==> src/rtl/rf_dump_pkg.sv <==
// Shared definitions for the register-file dump scanner: FSM state codes,
// ASCII constants, line lengths and the decimal index helpers.
package rf_dump_pkg;

    typedef logic [2:0] state_t;

    localparam state_t S_IDLE   = 3'd0;
    localparam state_t S_SEL    = 3'd1;
    localparam state_t S_LATCH  = 3'd2;
    localparam state_t S_PREFIX = 3'd3;
    localparam state_t S_HEX    = 3'd4;
    localparam state_t S_EOL    = 3'd5;
    localparam state_t S_DONE   = 3'd6;

    localparam logic [7:0] ASCII_R     = 8'h72;
    localparam logic [7:0] ASCII_EQ    = 8'h3D;
    localparam logic [7:0] ASCII_0     = 8'h30;
    localparam logic [7:0] ASCII_A_OFS = 8'h37;  // 'A' - 10

    localparam int LINE_BYTES_PLAIN = 9;
    localparam int LINE_BYTES_INDEX = 13;

    function automatic logic [1:0] dec_tens(input logic [4:0] idx);
        if (idx >= 5'd30)      return 2'd3;
        else if (idx >= 5'd20) return 2'd2;
        else if (idx >= 5'd10) return 2'd1;
        else                   return 2'd0;
    endfunction

    function automatic logic [3:0] dec_units(input logic [4:0] idx);
        logic [4:0] rem;
        rem = idx - (5'(dec_tens(idx)) * 5'd10);
        return rem[3:0];
    endfunction

endpackage

==> src/rtl/rf_dump_scanner_if.sv <==
// Byte stream from the dump scanner to the UART transmitter (valid/ready).
interface rf_dump_scanner_if;
    logic [7:0] tx_data;
    logic       tx_valid;
    logic       tx_ready;

    modport master (output tx_data, output tx_valid, input tx_ready);
    modport slave  (input tx_data, input tx_valid, output tx_ready);
endinterface

==> src/rtl/rf_dump_hex2ascii.sv <==
// Combinational nibble to uppercase ASCII hex digit converter.
module rf_dump_hex2ascii
    import rf_dump_pkg::*;
(
    input  logic [3:0] nibble,
    output logic [7:0] ascii
);
    always_comb begin
        if (nibble < 4'd10) ascii = ASCII_0 + {4'd0, nibble};
        else                ascii = ASCII_A_OFS + {4'd0, nibble};
    end
endmodule

==> src/rtl/rf_dump_scanner.sv <==
// Walks the register-file debug port and streams each register as an ASCII hex line.
// Define RF_DUMP_INDEX_EN to prefix every line with "rNN=".
module rf_dump_scanner
    import rf_dump_pkg::*;
#(
    parameter int         FIRST_REG = 0,
    parameter int         LAST_REG  = 31,
    parameter logic [7:0] EOL_CHAR  = 8'h0A
) (
    input  logic                      clk,
    input  logic                      rst,
    input  logic                      start,
    output logic [4:0]                reg_sel,
    input  logic [31:0]               reg_data,
    rf_dump_scanner_if.master         tx,
    output logic                      busy,
    output logic                      done
);
    state_t      state_q, state_d;
    logic [4:0]  reg_sel_q, reg_sel_d;
    logic [31:0] snap_q, snap_d;
    logic [2:0]  nib_q, nib_d;
    logic [7:0]  tx_data_q, tx_data_d;
    logic        tx_valid_q, tx_valid_d;
    logic        busy_q, busy_d;
`ifdef RF_DUMP_INDEX_EN
    logic [1:0]  pfx_q, pfx_d;
`endif

    logic        accept;
    logic [2:0]  hex_idx;
    logic [3:0]  hex_nib;
    logic [7:0]  hex_char;

    assign accept = tx_valid_q && tx.tx_ready;

    // Digit that will be presented next: MSB when a line starts, else one below the current.
    assign hex_idx = (state_q == S_HEX) ? (nib_q - 3'd1) : 3'd7;
    assign hex_nib = snap_q[{hex_idx, 2'b00} +: 4];

    rf_dump_hex2ascii u_hex2ascii (
        .nibble (hex_nib),
        .ascii  (hex_char)
    );

    always_comb begin
        state_d    = state_q;
        reg_sel_d  = reg_sel_q;
        snap_d     = snap_q;
        nib_d      = nib_q;
        tx_data_d  = tx_data_q;
        tx_valid_d = tx_valid_q;
        busy_d     = busy_q;
`ifdef RF_DUMP_INDEX_EN
        pfx_d      = pfx_q;
`endif
        case (state_q)
            S_IDLE: begin
                if (start) begin
                    reg_sel_d = 5'(FIRST_REG);
                    busy_d    = 1'b1;
                    state_d   = S_SEL;
                end
            end
            S_SEL: begin
                snap_d  = reg_data;
                state_d = S_LATCH;
            end
            S_LATCH: begin
                nib_d      = 3'd7;
                tx_valid_d = 1'b1;
`ifdef RF_DUMP_INDEX_EN
                tx_data_d  = ASCII_R;
                pfx_d      = 2'd0;
                state_d    = S_PREFIX;
`else
                tx_data_d  = hex_char;
                state_d    = S_HEX;
`endif
            end
`ifdef RF_DUMP_INDEX_EN
            S_PREFIX: begin
                if (accept) begin
                    pfx_d = pfx_q + 2'd1;
                    case (pfx_q)
                        2'd0:    tx_data_d = ASCII_0 + {6'd0, dec_tens(reg_sel_q)};
                        2'd1:    tx_data_d = ASCII_0 + {4'd0, dec_units(reg_sel_q)};
                        2'd2:    tx_data_d = ASCII_EQ;
                        default: begin
                            tx_data_d = hex_char;
                            state_d   = S_HEX;
                        end
                    endcase
                end
            end
`endif
            S_HEX: begin
                if (accept) begin
                    if (nib_q == 3'd0) begin
                        tx_data_d = EOL_CHAR;
                        state_d   = S_EOL;
                    end else begin
                        nib_d     = nib_q - 3'd1;
                        tx_data_d = hex_char;
                    end
                end
            end
            S_EOL: begin
                if (accept) begin
                    tx_valid_d = 1'b0;
                    if (reg_sel_q == 5'(LAST_REG)) begin
                        state_d = S_DONE;
                    end else begin
                        reg_sel_d = reg_sel_q + 5'd1;
                        state_d   = S_SEL;
                    end
                end
            end
            S_DONE: begin
                busy_d  = 1'b0;
                state_d = S_IDLE;
            end
            default: state_d = S_IDLE;
        endcase
    end

    always_ff @(posedge clk) begin
        if (rst) begin
            state_q    <= S_IDLE;
            reg_sel_q  <= '0;
            tx_data_q  <= '0;
            tx_valid_q <= 1'b0;
            busy_q     <= 1'b0;
        end else begin
            state_q    <= state_d;
            reg_sel_q  <= reg_sel_d;
            tx_data_q  <= tx_data_d;
            tx_valid_q <= tx_valid_d;
            busy_q     <= busy_d;
        end
    end

    // Datapath registers carry no reset; they are only observed in states that load them first.
    always_ff @(posedge clk) begin
        snap_q <= snap_d;
        nib_q  <= nib_d;
`ifdef RF_DUMP_INDEX_EN
        pfx_q  <= pfx_d;
`endif
    end

    assign reg_sel     = reg_sel_q;
    assign tx.tx_data  = tx_data_q;
    assign tx.tx_valid = tx_valid_q;
    assign busy        = busy_q;
    assign done        = (state_q == S_DONE);

endmodule
==> src/flat_wrapper.sv <==
// flat-port wrapper written by rule: the top's interface ports become plain ports
module rf_dump_scanner_flat import rf_dump_pkg::*;
#(
    parameter int         FIRST_REG = 0,
    parameter int         LAST_REG  = 31,
    parameter logic [7:0] EOL_CHAR  = 8'h0A
)
  (clk, rst, start, reg_sel, reg_data, busy, done, tx_tx_data, tx_tx_valid, tx_tx_ready);
  rf_dump_scanner_if tx_i ();
  input  logic clk;
  input  logic rst;
  input  logic start;
  output logic [4:0] reg_sel;
  input  logic [31:0] reg_data;
  output logic busy;
  output logic done;
  output wire logic [$bits(tx_i.tx_data)-1:0] tx_tx_data;
  output wire logic [$bits(tx_i.tx_valid)-1:0] tx_tx_valid;
  input wire logic [$bits(tx_i.tx_ready)-1:0] tx_tx_ready;
  assign tx_tx_data = tx_i.tx_data;
  assign tx_tx_valid = tx_i.tx_valid;
  assign tx_i.tx_ready = tx_tx_ready;
  rf_dump_scanner #(.FIRST_REG(FIRST_REG), .LAST_REG(LAST_REG), .EOL_CHAR(EOL_CHAR)) u_core (.clk(clk), .rst(rst), .start(start), .reg_sel(reg_sel), .reg_data(reg_data), .tx(tx_i), .busy(busy), .done(done));
endmodule
==> config.mk <==
export PLATFORM = sky130hd
export DESIGN_NAME = rf_dump_scanner_flat
export DESIGN_NICKNAME = d
export VERILOG_FILES = /design/src/rtl/rf_dump_pkg.sv /design/src/rtl/rf_dump_scanner_if.sv /design/src/rtl/rf_dump_hex2ascii.sv /design/src/rtl/rf_dump_scanner.sv /design/src/flat_wrapper.sv
export SDC_FILE = /design/constraint.sdc
export NUM_CORES = 1
export LEC_CHECK = 0
export CAP_MARGIN = 25
export CORE_MARGIN = 3
export CORE_UTILIZATION = 50
export CTS_CLUSTER_SIZE = 40
export DETAILED_ROUTE_END_ITERATION = 6
export PLACE_DENSITY_LB_ADDON = 0.15
export SYNTH_ARGS = -nofsm -noshare
export SYNTH_HDL_FRONTEND = slang
export SYNTH_SLANG_ARGS = --single-unit
==> constraint.sdc <==
create_clock -name clk -period 4 [get_ports clk]
set_input_delay 0.4 -clock clk [delete_from_list [all_inputs] [get_ports clk]]
set_output_delay 0.4 -clock clk [all_outputs]
set_load 0.01 [all_outputs]
-- Yosys cells after proc, flatten, opt, wreduce, memory -nomap -nowiden
Cells that the tools add are included.
- output and inout port bits: 16
- input bits: 36
- flip-flop bits (word level): 53
- add/subtract/negate cells: 4
- reductions and logical operators: 13
- shift operators: 1
- order comparisons: 1
- equal/unequal tests: 12
- mux-type cells: 22
- operators by type and width (operator ; number):
    indexed part select 32 x 6 -> 4 bit ; 1
    two-way mux 3 bit ; 8
    one-hot mux 8 bit (2 select lines) ; 1
    two-way mux 5 bit ; 3
    one-hot mux 3 bit (5 select lines) ; 1
    adder 6 x 4 -> 7 bit, first input constant ; 2
    two-way mux 7 bit ; 2
    one-hot mux 5 bit (2 select lines) ; 1
    equality test 3 bit, second input constant ; 3
    two-way mux 8 bit ; 1
    != test 2 bit, second input constant ; 4
    AND reduction 4 bit ; 2
    nonzero test 2 bit ; 4
    zero test 3 bit ; 2
    one-hot mux 3 bit (2 select lines) ; 1
    AND reduction 2 bit ; 3
    adder 5 x 1 -> 5 bit, second input constant ; 1
    equality test 5 bit, second input constant ; 1
    less-than comparator 4 bit, second input constant ; 1
    != test 2 x 1 -> 1 bit, second input constant ; 2
    one-hot mux 1 bit (2 select lines) ; 2
    equality test 3 x 1 -> 1 bit, second input constant ; 1
    equality test 3 x 2 -> 1 bit, second input constant ; 1
    AND reduction 3 bit ; 1
    other kinds (3) ; 4

-- Logic depth before layout (Yosys ltp)
- depth after elaboration: 8
- mapped depth: 13
- depth with buffers taken out: 12

-- Modules after synthesis
Synthesis repeated with hierarchy kept, for this count alone.
- cell total of the unflattened synthesis: 205
- area, all modules: 2467.4 sq um
- modules (own cells, without submodules) (module ; cells an instance ; instances ; area an instance (sq um)):
    rf_dump_scanner ; 189 ; 1 ; 2362.3
    rf_dump_hex2ascii ; 16 ; 1 ; 105.1

-- Least setup slack after synthesis
Ideal clock, no wire load.
- path kind: flip-flop to flip-flop
- from: register u_core.nib_q[0]
- to: register u_core.tx_data_q[6], in the netlist u_core.tx.tx_data[6]
- arrival time: 2.447 ns
- stages on the path, launching flop included: 14
- path slack: 1.436 ns
- period minus slack after synthesis: 2.564 ns
- path buffers: 1
- cells stage by stage: edfxtp_1 inv_1 ha_1 xnor2_1 and2_1 buf_6 inv_4 mux4_2 mux2_4 inv_1 ha_1 o21bai_1 a21oi_1 a22o_1
- word-level cells in the longest chain between the ends: 8
- elaborated cells between the ends (all ways): 11
- those cells by class: 3 x add/sub; 1 x order compare; 1 x shift; 5 x mux; 1 x reduce/logical
- RTL lines (what ; line ; source):
    start, declared ; rf_dump_scanner.sv:22 ; logic [2:0] nib_q, nib_d;
    start signal, assigned ; rf_dump_scanner.sv:146 ; nib_q <= nib_d;
    subtractor 3 x 1 -> 3 bit * ; rf_dump_scanner.sv:38 ; assign hex_idx = (state_q == S_HEX) ? (nib_q - 3'd1) : 3'd7;
    two-way mux 3 bit * ; rf_dump_scanner.sv:38 ;
    via u_core.hex_idx[2] ; rf_dump_scanner.sv:31 ; logic [2:0] hex_idx;
    indexed part select 32 x 6 -> 4 bit * ; rf_dump_scanner.sv:39 ; assign hex_nib = snap_q[{hex_idx, 2'b00} +: 4];
    adder 6 x 4 -> 7 bit (tied with other cells) ; rf_dump_hex2ascii.sv:10 ; else ascii = ASCII_A_OFS + {4'd0, nibble};
    two-way mux 7 bit * ; rf_dump_hex2ascii.sv:9 ; if (nibble < 4'd10) ascii = ASCII_0 + {4'd0, nibble};
    two-way mux 7 bit ; rf_dump_scanner.sv:99 ; if (nib_q == 3'd0) begin
    two-way mux 8 bit ; rf_dump_scanner.sv:98 ; if (accept) begin
    one-hot mux 8 bit (2 select lines) * ; rf_dump_scanner.sv:57 ; case (state_q)
    end signal, assigned ; rf_dump_scanner.sv:137 ; tx_data_q <= tx_data_d;
    end, declared ; rf_dump_scanner.sv:23 ; logic [7:0] tx_data_q, tx_data_d;
The timed path passes the listed nets; every way through them passes the cells marked *. The select of a mux whose other input is x is not followed.
A chain may end at the register's enable or synchronous reset.

-- Final worst setup path
Ends and elaborated chain as after synthesis.

==> metrics.cfg <==
[worst_setup_path]
arrival_ns=3.05
critPathBufInv=3
end_kind=flop
critical-path-max-stage-delay_ns=0.35
slowest_stage=edfxtp_1
path_class=reg -> reg
critical_path.top_delay_family=multiplexers
worstPathCellList=inv_1 -> ha_1 -> xnor2_1 -> and2_1 -> inv_4 -> mux4_2 -> mux2_4 -> inv_1 -> ha_1 -> o21bai_1 -> a21oi_1 -> a22o_1
path_max_fanout=7
worst_setup_path_start_kind=flop
required_ns=4.20

[layout]
multi_input_area_um2=907.1
drive_gt1_frac=0.07171
num-nets-final=291
area_growth_pct=26.37
final.fill_count=349
fin_cells=303
seq_area_um2=1391
insertedDiodeCount=0

[routing]
drt-initial-drc-count=70
firstDrtPassIters=6
drtAntennaViolNets=0
wl_mm=4.377
drt-wirelength-per-cell_um=14.45
vias=1690
drc_errors=0
viasPerCell=5.578

[timing]
worstMarginPinSlew_ns=0.6096
drv_slew=0
skew_ns=0.006850
finalHoldViolations=0
setup_ws_ns=1.152
fin_setup_tns_ns=0
fmax_ghz=0.3511
timing.final.crit_share=0.7120
slew_headroom=0.5921
holdWs_ns=0.4639
setup_viol=0
grt_setup_unrepaired=false
finalCriticalPeriod_ns=2.848

[clock_tree]
cts_buffers=5
cts-hold-fix-buffers=0
cts_setup_buffers=0
ctsResizeCount=0
cts-root-buf=clkbuf_8
clk_latency_ns=0.30
clock_sinks=52
cts_buffer_depth=2
htreeDepth=2
cts_tree=yes
clk_pin_slew_ns=0.09

[power_and_ir_drop]
powerDensity_nw_per_um2=396.1
p_leak_nw=1.068
irDropWorstVdd_mv=0.2996

[place]
dp_cells=295
place.gp.congestion=0.8675
post-place-ws_ns=1.204
numPortBuffers=50
dpl.hpwl_mm=3.239

[grt]
grt_pass1_vias=1566
antenna_found_initial=0
grt_pass1_wl_mm=6.996
met3_usage=0.04940
track_usage=0.1657
busiest_layer=met2
grt_overflow_total=0
grt_max_degree=25
met2_usage=0.2698
grt_use_met1=0.2114

[floorplan]
std_cell_rows=24
start_util=0.5344
die_area_um2=5648
die_w_um=75.15
boundaryPins=52
coreArea_um2=4474
die_h_um=75.15

[run]
drv_cap=0

[synth]
synth_seq_cells=52
synthCells=201
yosys_warnings=0
async_flop_share=0
synth_ff_type=edfxtp_1
syn_nets=242
synth_edf_count=35
synthTopCellsByArea=edfxtp_1, dfxtp_1, mux2i_1, a21oi_1, ha_1
synth_top_area_frac=0.4396
synth.most_common_cell=edfxtp_1
avgSynthCellArea_um2=11.90
syn_area_um2=2391
synth_common_cells=edfxtp_1, dfxtp_1, nor2_1
seq_area_frac_synth=0.5819
yosysTopAreaCell=edfxtp_1
ys_types=51

[outcome]
status=finished clean

[hold_path]
holdCritPathClass=reg -> reg

==> routing by layer <==
metal,vias to the layer above,share of wire,wire [um]
met4,0,0.010,44
met3,6,0.047,207
met1,794,0.46,2013
met5,-,0,0
met2,40,0.48,2111
li1,850,-,-
==> per-stage QoR <==
stage            util  area [um2]  total power [mW]
3_5_place_dp   0.6516        2915            0.8686
4_1_cts        0.6753        3022             1.210
3_3_place_gp   0.6516        2915            0.8636
2_1_floorplan       -        2391            0.7915
5_1_grt        0.6753        3022             1.261
6_report       0.6753        3022             1.197
==> registers in the layout, summed over array words and instances (netlist names) <==
| signal | count |
|---|---|
| u_core.tx.tx_valid | 1 |
| u_core.nib_q | 3 |
| u_core.snap_q | 32 |
| u_core.state_q | 3 |
| u_core.tx.tx_data | 7 |
| u_core.busy | 1 |
| u_core.reg_sel | 5 |
==> cells in the final DEF, fill, tap and decap left out, drive strengths merged, types with 3 or more instances in the layout <==
master,instances
clkdlybuf4s50,50
edfxtp,35
dfxtp,17
nor2,15
nand2,13
a21oi,13
inv,9
o21ai,8
mux2i,7
nand3,6
nand2b,5
a211oi,5
ha,5
clkbuf,5
and3,4
nor2b,4
nor3,4
a2bb2oi,3
o211ai,3
==> final timing paths <==
path	start	to	slack, ns	depth (start not counted)
max	u_core.nib_q[0]	u_core.tx.tx_data[6]	1.15	12
min	u_core.tx.tx_data[0]	u_core.tx.tx_data[0]	0.46	2
max reg2reg	u_core.nib_q[0]	u_core.tx.tx_data[6]	1.15	12
min reg2reg	u_core.tx.tx_data[0]	u_core.tx.tx_data[0]	0.46	2
==> power breakdown <==
group / switching (mW) / internal (mW) / total [mW]
combinational: 0.0992 / 0.0965 / 0.196
clock: 0.159 / 0.182 / 0.342
sequential: 0.0265 / 0.633 / 0.660
==> area by class of cell <==
cell class	instances	share of cell area
sequential	52	0.4605
clock buffer	5	0.02277
tap	52	0.02153
timing repair buffer	52	0.1706
clock inverter	3	0.01242
inverter	9	0.01201
multi-input combinational	130	0.3002
==> tightest hold or removal path, delay by kind of cell, from the launching register on <==
kind	cells	cell delay [ns]
DFF	1	0.33
and+or+nand+nor	2	0.10
==> logic make-up after synthesis <==
kind of cell	Yosys count	synth area share
other	1	0.001568
AOI/OAI and AO/OA	48	0.1376
muxes	11	0.05913
buffers and inverters	19	0.03977
and+or+nand+nor	64	0.1502
xor gates and xnor gates	1	0.003664
DFF	52	0.5819
adders and majority gates	5	0.02616
Note: power is estimated with default switching activity, not from simulation.
